### src/rtl/upsample_channel_scheduler.sv
// Channel-by-channel sequencer for the upsample engine: one DMA read command per channel,
// pixel pass-through into the engine, and a bounded number of channels in flight.
module upsample_channel_scheduler #(
  parameter int ADDR_W  = 32,
  parameter int MAX_OUT = 2
) (
  input  logic              system_clk,
  input  logic              rst_n,
  input  logic              start,
  input  logic [9:0]        cfg_col_size,
  input  logic [9:0]        cfg_row_size,
  input  logic [11:0]       cfg_channels,
  input  logic [ADDR_W-1:0] cfg_src_addr,
  output logic              busy,
  output logic              done,
  output logic              cfg_err,
  output logic              rd_cmd_valid,
  input  logic              rd_cmd_ready,
  output logic [ADDR_W-1:0] rd_cmd_addr,
  output logic [19:0]       rd_cmd_len,
  input  logic [7:0]        src_data,
  input  logic              src_valid,
  output logic              src_ready,
  output logic [7:0]        up_feature,
  output logic              up_feature_valid,
  input  logic              up_feature_ready,
  output logic [9:0]        up_col_size,
  output logic [9:0]        up_row_size,
  input  logic              up_channel_ready
);

  typedef enum logic [2:0] {IDLE, CMD, FEED, SLOT, DRAIN, DONE} state_t;

  localparam logic [11:0] MAX_OUT_W = 12'(MAX_OUT);

  state_t      state, state_nx;
  logic [11:0] channels, fed_ch, done_ch, outstanding, out_after;
  logic [19:0] pix_cnt;
  logic        cmd_fire, pix_fire, last_pix, chr_ok, chr_bad, cfg_zero;

  assign busy        = (state != IDLE);
  assign done        = (state == DONE);
  assign cmd_fire    = rd_cmd_valid & rd_cmd_ready;
  assign pix_fire    = (state == FEED) & src_valid & up_feature_ready;
  assign last_pix    = pix_fire & (pix_cnt == rd_cmd_len - 20'd1);
  assign outstanding = fed_ch - done_ch;
  // A channel_ready with nothing in flight is a protocol error and is not counted.
  assign chr_ok      = up_channel_ready & busy & (outstanding != 12'd0);
  assign chr_bad     = up_channel_ready & (outstanding == 12'd0);
  assign out_after   = outstanding + 12'd1 - {11'd0, chr_ok};
  assign cfg_zero    = (cfg_col_size == 10'd0) | (cfg_row_size == 10'd0) | (cfg_channels == 12'd0);

  assign up_feature       = src_data;
  assign up_feature_valid = (state == FEED) & src_valid;
  assign src_ready        = (state == FEED) & up_feature_ready;

  always_ff @(posedge system_clk or negedge rst_n) begin
    if (!rst_n) state <= IDLE;
    else        state <= state_nx;
  end

  always_comb begin
    state_nx = state;
    case (state)
      IDLE:  if (start) state_nx = cfg_zero ? DONE : CMD;
      CMD:   if (cmd_fire) state_nx = FEED;
      FEED:  if (last_pix) begin
               if (fed_ch + 12'd1 == channels) state_nx = DRAIN;
               else if (out_after < MAX_OUT_W) state_nx = CMD;
               else                            state_nx = SLOT;
             end
      SLOT:  if (outstanding < MAX_OUT_W) state_nx = CMD;
      DRAIN: if (done_ch == channels) state_nx = DONE;
      DONE:  state_nx = IDLE;
      default: state_nx = IDLE;
    endcase
  end

  always_ff @(posedge system_clk or negedge rst_n) begin
    if (!rst_n) begin
      channels     <= '0;
      fed_ch       <= '0;
      done_ch      <= '0;
      pix_cnt      <= '0;
      cfg_err      <= 1'b0;
      rd_cmd_valid <= 1'b0;
      rd_cmd_addr  <= '0;
      rd_cmd_len   <= '0;
      up_col_size  <= '0;
      up_row_size  <= '0;
    end else begin
      rd_cmd_valid <= (state_nx == CMD);
      if (state == IDLE && start) begin
        up_col_size <= cfg_col_size;
        up_row_size <= cfg_row_size;
        channels    <= cfg_channels;
        rd_cmd_len  <= 20'(cfg_col_size) * 20'(cfg_row_size);
        rd_cmd_addr <= cfg_src_addr;
        fed_ch      <= '0;
        done_ch     <= '0;
        pix_cnt     <= '0;
        cfg_err     <= cfg_zero;
      end else begin
        // Channels are contiguous, so the next command starts where this one ends.
        if (cmd_fire) rd_cmd_addr <= rd_cmd_addr + ADDR_W'(rd_cmd_len);
        if (pix_fire) begin
          if (last_pix) begin
            pix_cnt <= '0;
            fed_ch  <= fed_ch + 12'd1;
          end else begin
            pix_cnt <= pix_cnt + 20'd1;
          end
        end
        if (chr_ok)  done_ch <= done_ch + 12'd1;
        if (chr_bad) cfg_err <= 1'b1;
      end
    end
  end

endmodule

### config.mk
export PLATFORM = sky130hd
export DESIGN_NAME = upsample_channel_scheduler
export DESIGN_NICKNAME = d
export VERILOG_FILES = /design/src/rtl/upsample_channel_scheduler.sv
export SDC_FILE = /design/constraint.sdc
export NUM_CORES = 1
export LEC_CHECK = 0
export CORE_MARGIN = 4
export CORE_UTILIZATION = 46
export CTS_CLUSTER_SIZE = 8
export DETAILED_ROUTE_END_ITERATION = 6
export HOLD_SLACK_MARGIN = 0.08
export PLACE_DENSITY = 0.64
export SLEW_MARGIN = 20
export SYNTH_ARGS = -nofsm -noshare
export SYNTH_HDL_FRONTEND = slang
export SYNTH_SLANG_ARGS = --single-unit
### constraint.sdc
create_clock -name system_clk -period 6.33 [get_ports system_clk]
set_input_delay 1.5825 -clock system_clk [delete_from_list [all_inputs] [get_ports system_clk]]
set_output_delay 1.5825 -clock system_clk [all_outputs]
set_load 0.05 [all_outputs]
Yosys cells after proc, flatten, opt, wreduce, memory -nomap -nowiden
Cells that the tools add are included.

Output and inout bits: 86. Register bits after elaboration: 133. Bits of input ports: 79.

Bitwise operators: 10. Multiply operators: 1. Muxes and demuxes: 21. Reduce and logical (&&, ||, !) cells: 14. $lt $le $gt $ge: 2. Add/sub/neg operators: 8. Eq/ne operators: 9.

Operators with widths (count): 32-bit 2-to-1 mux (2); 12-bit 2-to-1 mux (5); 20-bit 2-to-1 mux (3); 12-bit by 1-bit adder with 12-bit output (second input constant) (3); 32-bit by 20-bit adder with 32-bit output (1); 12-bit equality test (2); 12-bit logical NOT (2); 12-bit by 2-bit less-than comparator with 1-bit output (second input constant) (2); 3-bit 2-to-1 mux (7); 20-bit by 1-bit adder with 20-bit output (second input constant) (1); 20-bit equality test (1); 10-bit logical NOT (2); 10-bit by 10-bit multiplier with 20-bit output (1); 20-bit by 1-bit subtractor with 20-bit output (second input constant) (1); 3-bit case mux with 5 select lines (1); 12-bit nonzero test (1); 12-bit by 1-bit subtractor with 12-bit output (1); 12-bit subtractor (1); 2-bit nonzero test (5); 1-bit AND (8); 3-bit by 1-bit equality test with 1-bit output (second input constant) (2); 3-bit by 2-bit equality test with 1-bit output (second input constant) (2); 3-bit equality test (second input constant) (2); 3-bit logical NOT (1); 6 further kinds (8).

Logic depth before layout (Yosys ltp)
Word-level depth: 10. Gate-level depth with buffers: 30.

Worst setup path before layout
OpenSTA, ideal clock, no wires.

Kind: input -> register. From: input cfg_row_size[3]. To: register rd_cmd_len[18]. Stages on the path: 19. Data arrival time: 6547 ps. Data required time: 6195 ps. Slack: -352 ps. Path through: clkbuf_1 nand2_1 fa_1 inv_1 fa_1 ha_1 inv_1 fa_1 inv_1 fa_1 ha_1 a21oi_1 o21ai_0 o31ai_1 o21ai_0 or4b_2 a31oi_1 xor2_1 o21ai_0.

Longest elaborated chain between the ends: 1.

Ends and longest elaborated chain: from (decl) (RTL line 11) `input logic [9:0] cfg_row_size,`; 10-bit by 10-bit multiplier with 20-bit output (RTL line 97) `rd_cmd_len <= 20'(cfg_col_size) * 20'(cfg_row_size);`; to (signal assigned) (RTL line 97); to (decl) (RTL line 20) `output logic [19:0] rd_cmd_len,`.

No other way between the ends. A chain may end at the register's enable or synchronous reset.

Worst setup path in the final report
From: input cfg_row_size[2]. To: register rd_cmd_len[16].

Same word-level chain as after synthesis.

==> impl_metrics.xml <==
<?xml version="1.0" encoding="UTF-8"?>
<metrics>
  <group name="timing">
    <metric name="tightest_slew" unit="ps">880.7</metric>
    <metric name="rsz0062_at_grt" unit="">true</metric>
    <metric name="hold_violations" unit="">0</metric>
    <metric name="setup_violations" unit="">0</metric>
    <metric name="timing.max_slew.rel_slack" unit="">0.4129</metric>
    <metric name="timing.final.max_slew_violations" unit="">0</metric>
    <metric name="fin_worst_skew" unit="ps">22.95</metric>
    <metric name="hold_slack" unit="ps">475.4</metric>
    <metric name="finalCriticalPeriod" unit="ps">6085</metric>
    <metric name="final_critical_path_setup_slack" unit="ps">245.3</metric>
    <metric name="timing.final.crit_share" unit="">0.9613</metric>
    <metric name="maxClockFrequency" unit="MHz">164.3</metric>
  </group>
  <group name="synth">
    <metric name="yosys_warnings" unit="">0</metric>
    <metric name="synth_top_cell_by_area" unit="">dfrtp_1</metric>
    <metric name="synth_enable_flop_cells" unit="">0</metric>
    <metric name="synth_area_per_cell" unit="um^2">8.287</metric>
    <metric name="main_combinational_cell_family_by_area_after_synthesis" unit="">simple AND/OR/NAND/NOR gates</metric>
    <metric name="synth_simple_gate_area_share" unit="">0.2382</metric>
    <metric name="synth-compound-area-share" unit="">0.1317</metric>
    <metric name="post_synth_inst_count" unit="">1515</metric>
    <metric name="synthXorXnorAreaFrac" unit="">0.09069</metric>
    <metric name="number_of_library_cell_types_mapped_by_synthesis" unit="">68</metric>
    <metric name="synth-main-ff-cell" unit="">dfrtp_1</metric>
    <metric name="mux_cell_area_share_after_synthesis" unit="">0.006378</metric>
    <metric name="post_synth_fa_ha_maj_area_fraction" unit="">0.2107</metric>
    <metric name="netlist.area_leader.share" unit="">0.2651</metric>
    <metric name="postSynth.asyncResetShare" unit="">1.000</metric>
    <metric name="synth.top_cells.by_area" unit="">dfrtp_1, ha_1, fa_1</metric>
    <metric name="synth_seq_area_share" unit="">0.2651</metric>
    <metric name="mappedNetlistNets" unit="">1767</metric>
    <metric name="synth-seq-cells" unit="">133</metric>
    <metric name="mappedNetlistArea" unit="mm^2">0.01255</metric>
  </group>
  <group name="routing">
    <metric name="vias_per_inst" unit="">5.452</metric>
    <metric name="firstDrtPassIters" unit="">5</metric>
    <metric name="num_vias" unit="">11190</metric>
    <metric name="remaining_drc_errors" unit="">0</metric>
    <metric name="ant_nets" unit="">0</metric>
    <metric name="initialDrtViolationCount" unit="">773</metric>
    <metric name="routedWlPerCell" unit="um">17.04</metric>
    <metric name="postRouteWirelength" unit="um">34960</metric>
  </group>
  <group name="critical_path">
    <metric name="critical_register_to_register_path_endpoint" unit="">rd_cmd_valid</metric>
    <metric name="crit_slowest_cell" unit="">fa_1</metric>
    <metric name="worst_r2r_startpoint" unit="">fed_ch[0]</metric>
    <metric name="critPathKind" unit="">input pin to flip-flop</metric>
    <metric name="setup.reg_to_reg.worst_slack" unit="ps">570</metric>
    <metric name="critical_path_arrival" unit="ps">6360</metric>
    <metric name="cp_top_family" unit="">adder cells</metric>
    <metric name="worst_setup_path_end_kind" unit="">flip-flop</metric>
    <metric name="cp_max_stage_delay" unit="ps">540</metric>
    <metric name="required" unit="ps">6610</metric>
    <metric name="cp-start-kind" unit="">input pin</metric>
    <metric name="critical_path_peak_fanout" unit="">6</metric>
    <metric name="worst-r2r-cell-count" unit="">28</metric>
    <metric name="critical_path_buf_inv_count" unit="">6</metric>
    <metric name="timing.critical_path.cells" unit="">dlygate4sd2_1, buf_4, and2_1, fa_1, ha_1, ha_1, inv_1, fa_1, fa_1, inv_1, ha_1, a21oi_2, o21ai_2, o31ai_2, o21ai_1, buf_4, buf_4, o41a_1, a21oi_2, xor2_1, o21ai_0</metric>
  </group>
  <group name="pwr">
    <metric name="cellLeakagePower" unit="nW">7.438</metric>
    <metric name="cellPowerDensity" unit="mW/mm^2">280.1</metric>
    <metric name="vdd_drop_max" unit="uV">190.3</metric>
  </group>
  <group name="cells_and_area">
    <metric name="num-nets-final" unit="">1951</metric>
    <metric name="layout-drive-gt1-share" unit="">0.08241</metric>
    <metric name="final_area" unit="mm^2">0.01544</metric>
    <metric name="insertedDiodeCount" unit="">0</metric>
    <metric name="syn_to_final_growth" unit="%">22.96</metric>
  </group>
  <group name="min_path">
    <metric name="whs_path_cells" unit="">2</metric>
    <metric name="hold_path.startpoint" unit="">up_row_size[7]</metric>
    <metric name="min_delay_worst_endpoint" unit="">up_row_size[7]</metric>
    <metric name="min-delay-path-class" unit="">flip-flop to flip-flop</metric>
  </group>
  <group name="global_routing">
    <metric name="grt_pass1_vias" unit="">11260</metric>
    <metric name="grt.overflow.total" unit="">0</metric>
    <metric name="antenna_found_initial" unit="">0</metric>
    <metric name="grt_usage" unit="">0.2315</metric>
    <metric name="maximum_number_of_pins_on_one_net_before_global_route_repair" unit="">93</metric>
    <metric name="grt_pass1_wl" unit="um">57570</metric>
  </group>
  <group name="job">
    <metric name="max-cap-violations" unit="">0</metric>
  </group>
  <group name="place">
    <metric name="placement.setup.worst_slack" unit="ps">-633.4</metric>
    <metric name="numPortBuffers" unit="">148</metric>
    <metric name="place_congestion" unit="">0.8686</metric>
    <metric name="detailed_place_hpwl" unit="um">27030</metric>
    <metric name="postPlaceCellArea" unit="mm^2">0.01479</metric>
  </group>
  <group name="clock_network">
    <metric name="tritoncts_num_sinks" unit="">133</metric>
    <metric name="insertion_delay" unit="ps">430</metric>
    <metric name="tritoncts.num_buffers" unit="">17</metric>
    <metric name="worst_setup_hold_path_clk_slew" unit="ps">60</metric>
    <metric name="root_buffer" unit="">clkbuf_16</metric>
    <metric name="ctsHtreeMaxLevel" unit="">4</metric>
    <metric name="clock_tree.buffer_depth" unit="">2</metric>
    <metric name="cts_tree" unit="">done</metric>
  </group>
  <group name="die">
    <metric name="site_row_count" unit="">60</metric>
    <metric name="die_area" unit="mm^2">0.03000</metric>
    <metric name="chipWidth" unit="um">173.2</metric>
    <metric name="die_height" unit="um">173.2</metric>
    <metric name="placeableCoreArea" unit="mm^2">0.02688</metric>
    <metric name="io-pin-count" unit="">165</metric>
    <metric name="starting_utilization_of_the_core_area" unit="">0.4671</metric>
  </group>
  <group name="run_status">
    <metric name="outcome" unit="">finished, final reports clean</metric>
  </group>
</metrics>
[through the flow]
| stage | std cells | setup TNS, ps | power (mW) | util |
|---|---|---|---|---|
| floorplan | 1515 | 0 | 2.589 | - |
| global placement | 2017 | -1166 | 3.214 | 0.5502 |
| detailed placement | 2017 | -1820 | 3.255 | 0.5502 |
| CTS | 2051 | 0 | 4.313 | 0.5724 |
| global route | 2052 | -8.282 | 4.704 | 0.5744 |
| finish | 2052 | 0 | 4.324 | 0.5744 |
[cell usage in the layout (no fill, tap or decap), drive strengths merged, types with 16 or more instances in the layout]
cell	n
clkdlybuf4s50	131
and2	52
xnor2	87
fa	64
xor2	43
clkbuf	21
nand3	51
nand4	18
nor3	30
a21o	21
dfrtp	133
and3	16
nand2	265
nor2	107
inv	112
o21ai	94
a21oi	65
nor4	19
buf	84
ha	109
[power breakdown]
part / switching (mW) / total, mW / internal (mW)
Sequential: 0.0640 / 0.961 / 0.897
Combinational: 1.20 / 2.35 / 1.15
Clock: 0.412 / 1.01 / 0.601
[synth_stat cells (6+ instances only)]
cell / number
nand2_1: 265
xor2_1: 43
fa_1: 64
or3_1: 6
xnor2_1: 87
nor3_1: 30
nor2_1: 107
o21ai_1: 13
and4_1: 7
nor2b_1: 14
and2_1: 51
ha_1: 109
clkbuf_1: 51
mux2i_1: 8
nand4_1: 18
o21ai_0: 81
dfrtp_1: 133
a31oi_1: 14
nand2b_1: 11
inv_1: 112
a21o_1: 21
o31ai_1: 10
a211oi_1: 11
a21oi_1: 65
nand3_1: 50
nor4_1: 19
nor3b_1: 9
o21bai_1: 11
and3_1: 16
buf_4: 9
[cell type report]
| type | instances | area [um^2] |
|---|---|---|
| Fill cell | 2478 | 11440 |
| Clock inverter | 11 | 128.9 |
| Timing Repair Buffer | 231 | 2106 |
| Inverter | 112 | 420.4 |
| Tap cell | 341 | 426.7 |
| Clock buffer | 20 | 456.7 |
| Sequential cell | 133 | 3328 |
| Multi-Input combinational cell | 1204 | 8571 |
[kinds of logic after synthesis]
family / count (synthesis)
flops: 133
compound gates: 266
mux: 8
xor+xnor: 130
simple gates: 627
buf+inv: 178
fa+ha+maj: 173
[worst register-to-register path: cells and delay by family, from the launching register on]
family	cells	cell delay [ps]
XOR/XNOR	2	250
flip-flops	1	450
adder cells (fa/ha/maj)	4	990
AND/OR/NAND/NOR	7	1200
AO/OA/AOI/OAI	13	2650
buffers and inverters	2	160
[layer usage]
| metal | wire [um] | part of all wire | track usage | vias up |
|---|---|---|---|---|
| met1 | 16470 | 0.47 | 0.3145 | 5434 |
| met3 | 1079 | 0.031 | 0.02536 | 43 |
| met2 | 16850 | 0.48 | 0.3980 | 209 |
| met4 | 558 | 0.016 | 0.05720 | 0 |
| met5 | 0 | 0 | 0 | - |
| li1 | - | - | - | 5501 |
[registers in the layout (all words and copies together) (netlist names), 3 cells and up]
| name | count |
|---|---|
| state | 3 |
| fed_ch | 12 |
| pix_cnt | 20 |
| channels | 12 |
| up_col_size | 10 |
| rd_cmd_addr | 32 |
| done_ch | 12 |
| up_row_size | 10 |
| rd_cmd_len | 20 |
[how the worst max path moves through the flow]
| stage | from | to | cells past startpoint |
|---|---|---|---|
| 3_3_place_gp | cfg_row_size[3] | rd_cmd_len[18] | 19 |
| 2_1_floorplan | cfg_col_size[0] | rd_cmd_len[18] | 17 |
| 5_1_grt | cfg_row_size[7] | rd_cmd_len[16] | 19 |
| 6_report | cfg_row_size[2] | rd_cmd_len[16] | 21 |
| 3_5_place_dp | cfg_row_size[3] | rd_cmd_len[18] | 19 |
| 4_1_cts | cfg_col_size[0] | rd_cmd_len[18] | 18 |
[timing repair]
| action | CTS | global route |
|---|---|---|
| buffers inserted | 3 | 1 |
| hold buffers | 0 | 0 |
| pin swaps | 7 | 9 |
| setup endpoints to repair | 2 | 4 |
| gates resized for setup | 13 | 20 |
Power figures use the tool's default switching activity.
